$ cat src/rtl/alu_fetch_unit.sv
// Fetch/decode stage for the 4-bit ALU: sequences a byte-wide ROM and drives B/S.
// One instruction every 2 cycles when enable is held high; enable=0 pauses in FETCH or parks in IDLE.
module alu_fetch_unit #(
   parameter int PC_WIDTH   = 12,
   parameter int PROG_WIDTH = 8
) (
   input  logic                  clk,
   input  logic                  reset,
   input  logic                  enable,
   input  logic                  load_pc,
   input  logic [PC_WIDTH-1:0]   pc_in,
   input  logic [PROG_WIDTH-1:0] prog_byte,
   output logic [PC_WIDTH-1:0]   pc_out,
   output logic [3:0]            B,
   output logic [2:0]            S,
   output logic                  op_valid,
   output logic                  halted
);

   typedef enum logic [1:0] {
      IDLE  = 2'd0,
      FETCH = 2'd1,
      EXEC  = 2'd2,
      HALT  = 2'd3
   } state_t;

   state_t              state_q, state_d;
   logic [PC_WIDTH-1:0] pc_q, pc_d;
   // The halt bit is never latched, so only the S/B fields are stored.
   logic [6:0]          instr_q, instr_d;
   logic                op_valid_q, op_valid_d;
   logic                halted_q, halted_d;

   always_comb begin
      state_d    = state_q;
      pc_d       = pc_q;
      instr_d    = instr_q;
      op_valid_d = 1'b0;
      halted_d   = halted_q;

      case (state_q)
         IDLE: begin
            if (enable) begin
               state_d = FETCH;
            end
         end
         FETCH: begin
            if (enable) begin
               if (prog_byte[7]) begin
                  state_d  = HALT;
                  halted_d = 1'b1;
               end else begin
                  instr_d    = prog_byte[6:0];
                  pc_d       = pc_q + PC_WIDTH'(1);
                  state_d    = EXEC;
                  op_valid_d = 1'b1;
               end
            end
         end
         EXEC: begin
            state_d = enable ? FETCH : IDLE;
         end
         HALT: begin
            state_d = HALT;
         end
         default: begin
            state_d = IDLE;
         end
      endcase

      // A jump overrides any transition but leaves B/S untouched.
      if (load_pc) begin
         pc_d       = pc_in;
         state_d    = IDLE;
         op_valid_d = 1'b0;
         halted_d   = 1'b0;
      end
   end

   always_ff @(posedge clk) begin
      if (reset) begin
         state_q    <= IDLE;
         pc_q       <= '0;
         instr_q    <= '0;
         op_valid_q <= 1'b0;
         halted_q   <= 1'b0;
      end else begin
         state_q    <= state_d;
         pc_q       <= pc_d;
         instr_q    <= instr_d;
         op_valid_q <= op_valid_d;
         halted_q   <= halted_d;
      end
   end

   assign pc_out   = pc_q;
   assign S        = instr_q[6:4];
   assign B        = instr_q[3:0];
   assign op_valid = op_valid_q;
   assign halted   = halted_q;

endmodule

$ cat config.mk
export PLATFORM = sky130hd
export DESIGN_NAME = alu_fetch_unit
export DESIGN_NICKNAME = d
export VERILOG_FILES = /design/src/rtl/alu_fetch_unit.sv
export SDC_FILE = /design/constraint.sdc
export NUM_CORES = 1
export LEC_CHECK = 0
export ABC_AREA = 1
export BUFFER_PORTS_ARGS = -buffer_cell sky130_fd_sc_hd__buf_2
export CORE_ASPECT_RATIO = 1.4
export CORE_MARGIN = 4
export CORE_UTILIZATION = 48
export DETAILED_ROUTE_END_ITERATION = 12
export HOLD_SLACK_MARGIN = 0.05
export PLACE_DENSITY_LB_ADDON = 0.05
export SLEW_MARGIN = 20
export SYNTH_ARGS = -nofsm -noshare
export SYNTH_HDL_FRONTEND = slang
export SYNTH_SLANG_ARGS = --single-unit
$ cat constraint.sdc
create_clock -name clk -period 1.4 [get_ports clk]
set_input_delay 0.07 -clock clk [delete_from_list [all_inputs] [get_ports clk]]
set_output_delay 0.07 -clock clk [all_outputs]
set_load 0.02 [all_outputs]
==> metrics.log <==
[metrics] insertion delay to the later sink of the worst-skew pair: 0.31 ns
[metrics] Worst EP arrival: 1.49 ns
[metrics] slew at the pin closest to its max-slew limit: 0.2529 ns
[metrics] clock-pin slew reported for the worst setup and hold paths after clock tree synthesis: between 0.1 and 0.15 ns
[metrics] main combinational cell family by area after synthesis: simple AND/OR/NAND/NOR gates
[metrics] placed wire-length estimate: 2.418 mm
[metrics] Period Utilization, post-route: 0.9119
[metrics] highest achievable clock rate: between 700 and 800 MHz
[metrics] number of failing hold endpoints at the final stage: 0
[metrics] share of cell area taken by muxes after synthesis: 0
[metrics] core outline area: 2444 um^2
[metrics] xor/xnor share of the synthesized area: 0.01408
[metrics] setup tns final: 0 ns
[metrics] antenna violations before repair: 0
[metrics] sum of internal, switching and leakage power: 1283 uW
[metrics] average wire per standard cell: 11.67 um
[metrics] combined global-route utilization of all metal layers: 0.2045
[metrics] end of the worst hold path: pc_out[11]
[metrics] vertical extent of the die: 68.23 um
[metrics] via count of the first global-routing pass: 1268
[metrics] number of instances in the synthesized netlist: 184
[metrics] critical path startpoint category: input port
[metrics] area share of and/or/nand/nor cells after synthesis: 0.3984
[metrics] fin cells: 280
[metrics] buffers from clock root to sink, at most: 2
[metrics] Std-Cell Rows: 21
[metrics] clock buffer count from CTS: 3
[metrics] gr ovfl total: 0
[metrics] Net Count, Synth: 209
[metrics] CP max FO: 14
[metrics] startpoint of the worst register-to-register path: state_q[0]
[metrics] iteration count of the initial detailed-routing pass: 4
[metrics] outcome: completed
[metrics] pin count of the biggest net entering global routing: 15
[metrics] placed insts: 264
[metrics] Static Leakage: between 0.0008 and 0.0009 uW
[metrics] GPL Wtd Cong: roughly 0.84
[metrics] initial core utilization: 0.5090
[metrics] antenna cell count: 0
[metrics] number of distinct standard cells referenced by the synthesized netlist: 24
[metrics] die boundary width: 51.02 um
[metrics] Antenna Violating Nets Remaining: 0
[metrics] most area-consuming cells after synthesis: sky130_fd_sc_hd__dfxtp_1, sky130_fd_sc_hd__nand2_1, sky130_fd_sc_hd__nor2_1, sky130_fd_sc_hd__nand3_1, sky130_fd_sc_hd__inv_1
[metrics] final count of pins violating max slew: 0
[metrics] Final #Nets: 272
[metrics] DRC violation count after routing: 0
[metrics] fraction of the mapped netlist area in compound gates: 0.1117
[metrics] largest area contributor in the netlist: sky130_fd_sc_hd__dfxtp_1
[metrics] hold path startpoint: pc_in[11]
[metrics] detailed-route vias per instance: 4.868
[metrics] drt first-iter violations: 20
[metrics] Seq/Total Area, Yosys: 0.3702
[metrics] synthesized cell area: 1244 um^2
[metrics] H-tree levels: 1
[metrics] max capacitance violation total: 0
[metrics] mean instance size in the synthesized netlist: 6.759 um^2
[metrics] routed vias: approximately 1400
[metrics] clock root buffer: sky130_fd_sc_hd__clkbuf_4
[metrics] critical path endpoint category: flop
[metrics] worst setup slack for register-to-register paths: about 0.13 ns
[metrics] path class of the lowest-slack min-delay path: in2reg
[metrics] crit path time final: 1.277 ns
[metrics] most frequent cells in the layout: sky130_fd_sc_hd__nand2_1, sky130_fd_sc_hd__buf_2, sky130_fd_sc_hd__nor2_1
[metrics] depth of the worst hold-timing path: 5
[metrics] number of placed I/O pins: 45
[metrics] number of storage elements in the synthesis netlist: 23
[metrics] global-route wire length before repair: approximately 5.4 mm
[metrics] path depth of the worst reg2reg path: 7
[metrics] Pwr per Cell Area: 764.5 nW/um^2
[metrics] layout overhead on the synthesized area: 34.91%
[metrics] clock tree skew after final layout: 0.004035 ns
[metrics] drt total wl: 3.268 mm
[metrics] CTS tree: done
[metrics] number of clock sinks seen by CTS: 23
[metrics] worst endpoint required time: 1.61 ns
[metrics] number of I/O port buffers: 44
[metrics] Worst R2R End: pc_out[5]
[metrics] IR Drop Worst-Case VDD: 0.0005483 V
[metrics] YS warnings: 0
[metrics] share of cells above drive strength 1: 0.3008
[metrics] most frequent standard cell in the layout excluding fill and tap cells: sky130_fd_sc_hd__nand2_1
[metrics] DIE AREA: approximately 3500 um^2
[metrics] CP Class: in2reg
[metrics] area share of fa/ha/maj cells after synthesis: 0.01006
[metrics] Yosys top cell area share: 0.3702
[metrics] RSZ-0062 raised after global routing: no
[metrics] Slew HR: 0.8314
[metrics] Final Setup Violations: 0
[worst max path at each step]
stage / start / end / slack [ns] / cells after the start
after global routing: state_q[0] / pc_out[2] / 0.001 / 9
after floorplan: pc_out[1] / pc_out[10] / 0.08 / 6
after global placement: pc_out[0] / pc_out[10] / 0.21 / 6
after CTS: state_q[0] / pc_out[2] / 0.13 / 9
after detailed placement: state_q[0] / pc_out[2] / 0.15 / 9
final: enable / pc_out[2] / 0.12 / 11
[sequential cells by signal (all words and copies together), names as in the netlist]
register / cells
op_valid: 1
state_q: 2
halted: 1
instr_q: 7
pc_out: 12
[power by group]
part | switching [uW] | internal [uW] | total (uW)
Sequential | 23.6 | 682 | 706
Combinational | 150 | 116 | 266
Clock | 199 | 111 | 311
Total | 373 | 910 | 1280
[critical path, cell delays in order]
cell and delay [ns]:
sky130_fd_sc_hd__dlygate4sd3_1 0.52, sky130_fd_sc_hd__buf_2 0.13, sky130_fd_sc_hd__inv_2 0.05, sky130_fd_sc_hd__nor2_4 0.18, sky130_fd_sc_hd__nand2_8 0.13, sky130_fd_sc_hd__nand2_4 0.11
sky130_fd_sc_hd__inv_2 0.05, sky130_fd_sc_hd__nand2_1 0.06, sky130_fd_sc_hd__nand2_1 0.05, sky130_fd_sc_hd__nor2_1 0.09, sky130_fd_sc_hd__nor2_1 0.04
[metrics by stage]
stage,setup slack [ns],area [um^2],hold WS (ns),util
after floorplan,0.08004,1244,0.2159,-
after global placement,0.2112,1525,0.3130,0.6242
after detailed placement,0.1486,1525,0.3209,0.6242
after CTS,0.1277,1652,0.05573,0.6759
after global routing,0.001361,1678,0.08167,0.6866
final,0.1234,1678,0.06035,0.6866
[metal layers]
metal	up-vias	GRT usage	part of all wire
met2	35	0.4113	0.56
met3	5	0.02179	0.039
met4	0	0.08081	0.015
li1	704	-	-
met5	-	0	0
met1	619	0.2107	0.39
[synth_stat cells]
cell,count
sky130_fd_sc_hd__dfxtp_1,23
sky130_fd_sc_hd__a211oi_1,1
sky130_fd_sc_hd__a21oi_1,7
sky130_fd_sc_hd__buf_6,1
sky130_fd_sc_hd__nand2_2,3
sky130_fd_sc_hd__inv_2,3
sky130_fd_sc_hd__nand3_4,1
sky130_fd_sc_hd__clkinv_2,1
sky130_fd_sc_hd__o21a_1,1
sky130_fd_sc_hd__nand2_4,2
sky130_fd_sc_hd__nand2_1,46
sky130_fd_sc_hd__o21ai_0,12
sky130_fd_sc_hd__a31oi_1,1
sky130_fd_sc_hd__nor2_1,27
sky130_fd_sc_hd__buf_2,3
sky130_fd_sc_hd__ha_1,1
sky130_fd_sc_hd__nor2_4,5
sky130_fd_sc_hd__nand3_1,20
sky130_fd_sc_hd__clkinv_4,1
sky130_fd_sc_hd__inv_1,18
sky130_fd_sc_hd__o21ai_1,3
sky130_fd_sc_hd__nor2_2,1
sky130_fd_sc_hd__o21bai_1,1
sky130_fd_sc_hd__xnor2_1,2
[cell type report]
class	instances	area, um^2
Timing Repair Buffer	62	380.4
Inverter	23	92.59
Tap cell	34	42.54
Sequential cell	23	462.9
Multi-Input combinational cell	134	673.1
Clock buffer	4	26.28
Fill cell	247	765.7
[kinds of logic after synthesis]
| logic type | after synthesis |
|---|---|
| AO/OA/AOI/OAI | 26 |
| XOR/XNOR | 2 |
| adder cells (fa/ha/maj) | 1 |
| buffers and inverters | 27 |
| flip-flops | 23 |
| AND/OR/NAND/NOR | 105 |
[what timing repair did]
item,CTS,global route
endpoints found under the hold margin,12,0
endpoints found under the setup margin,0,2
gates resized for setup,0,3
setup buffers,0,2
hold buffers,10,0
(Power assumes the default switching activity.)
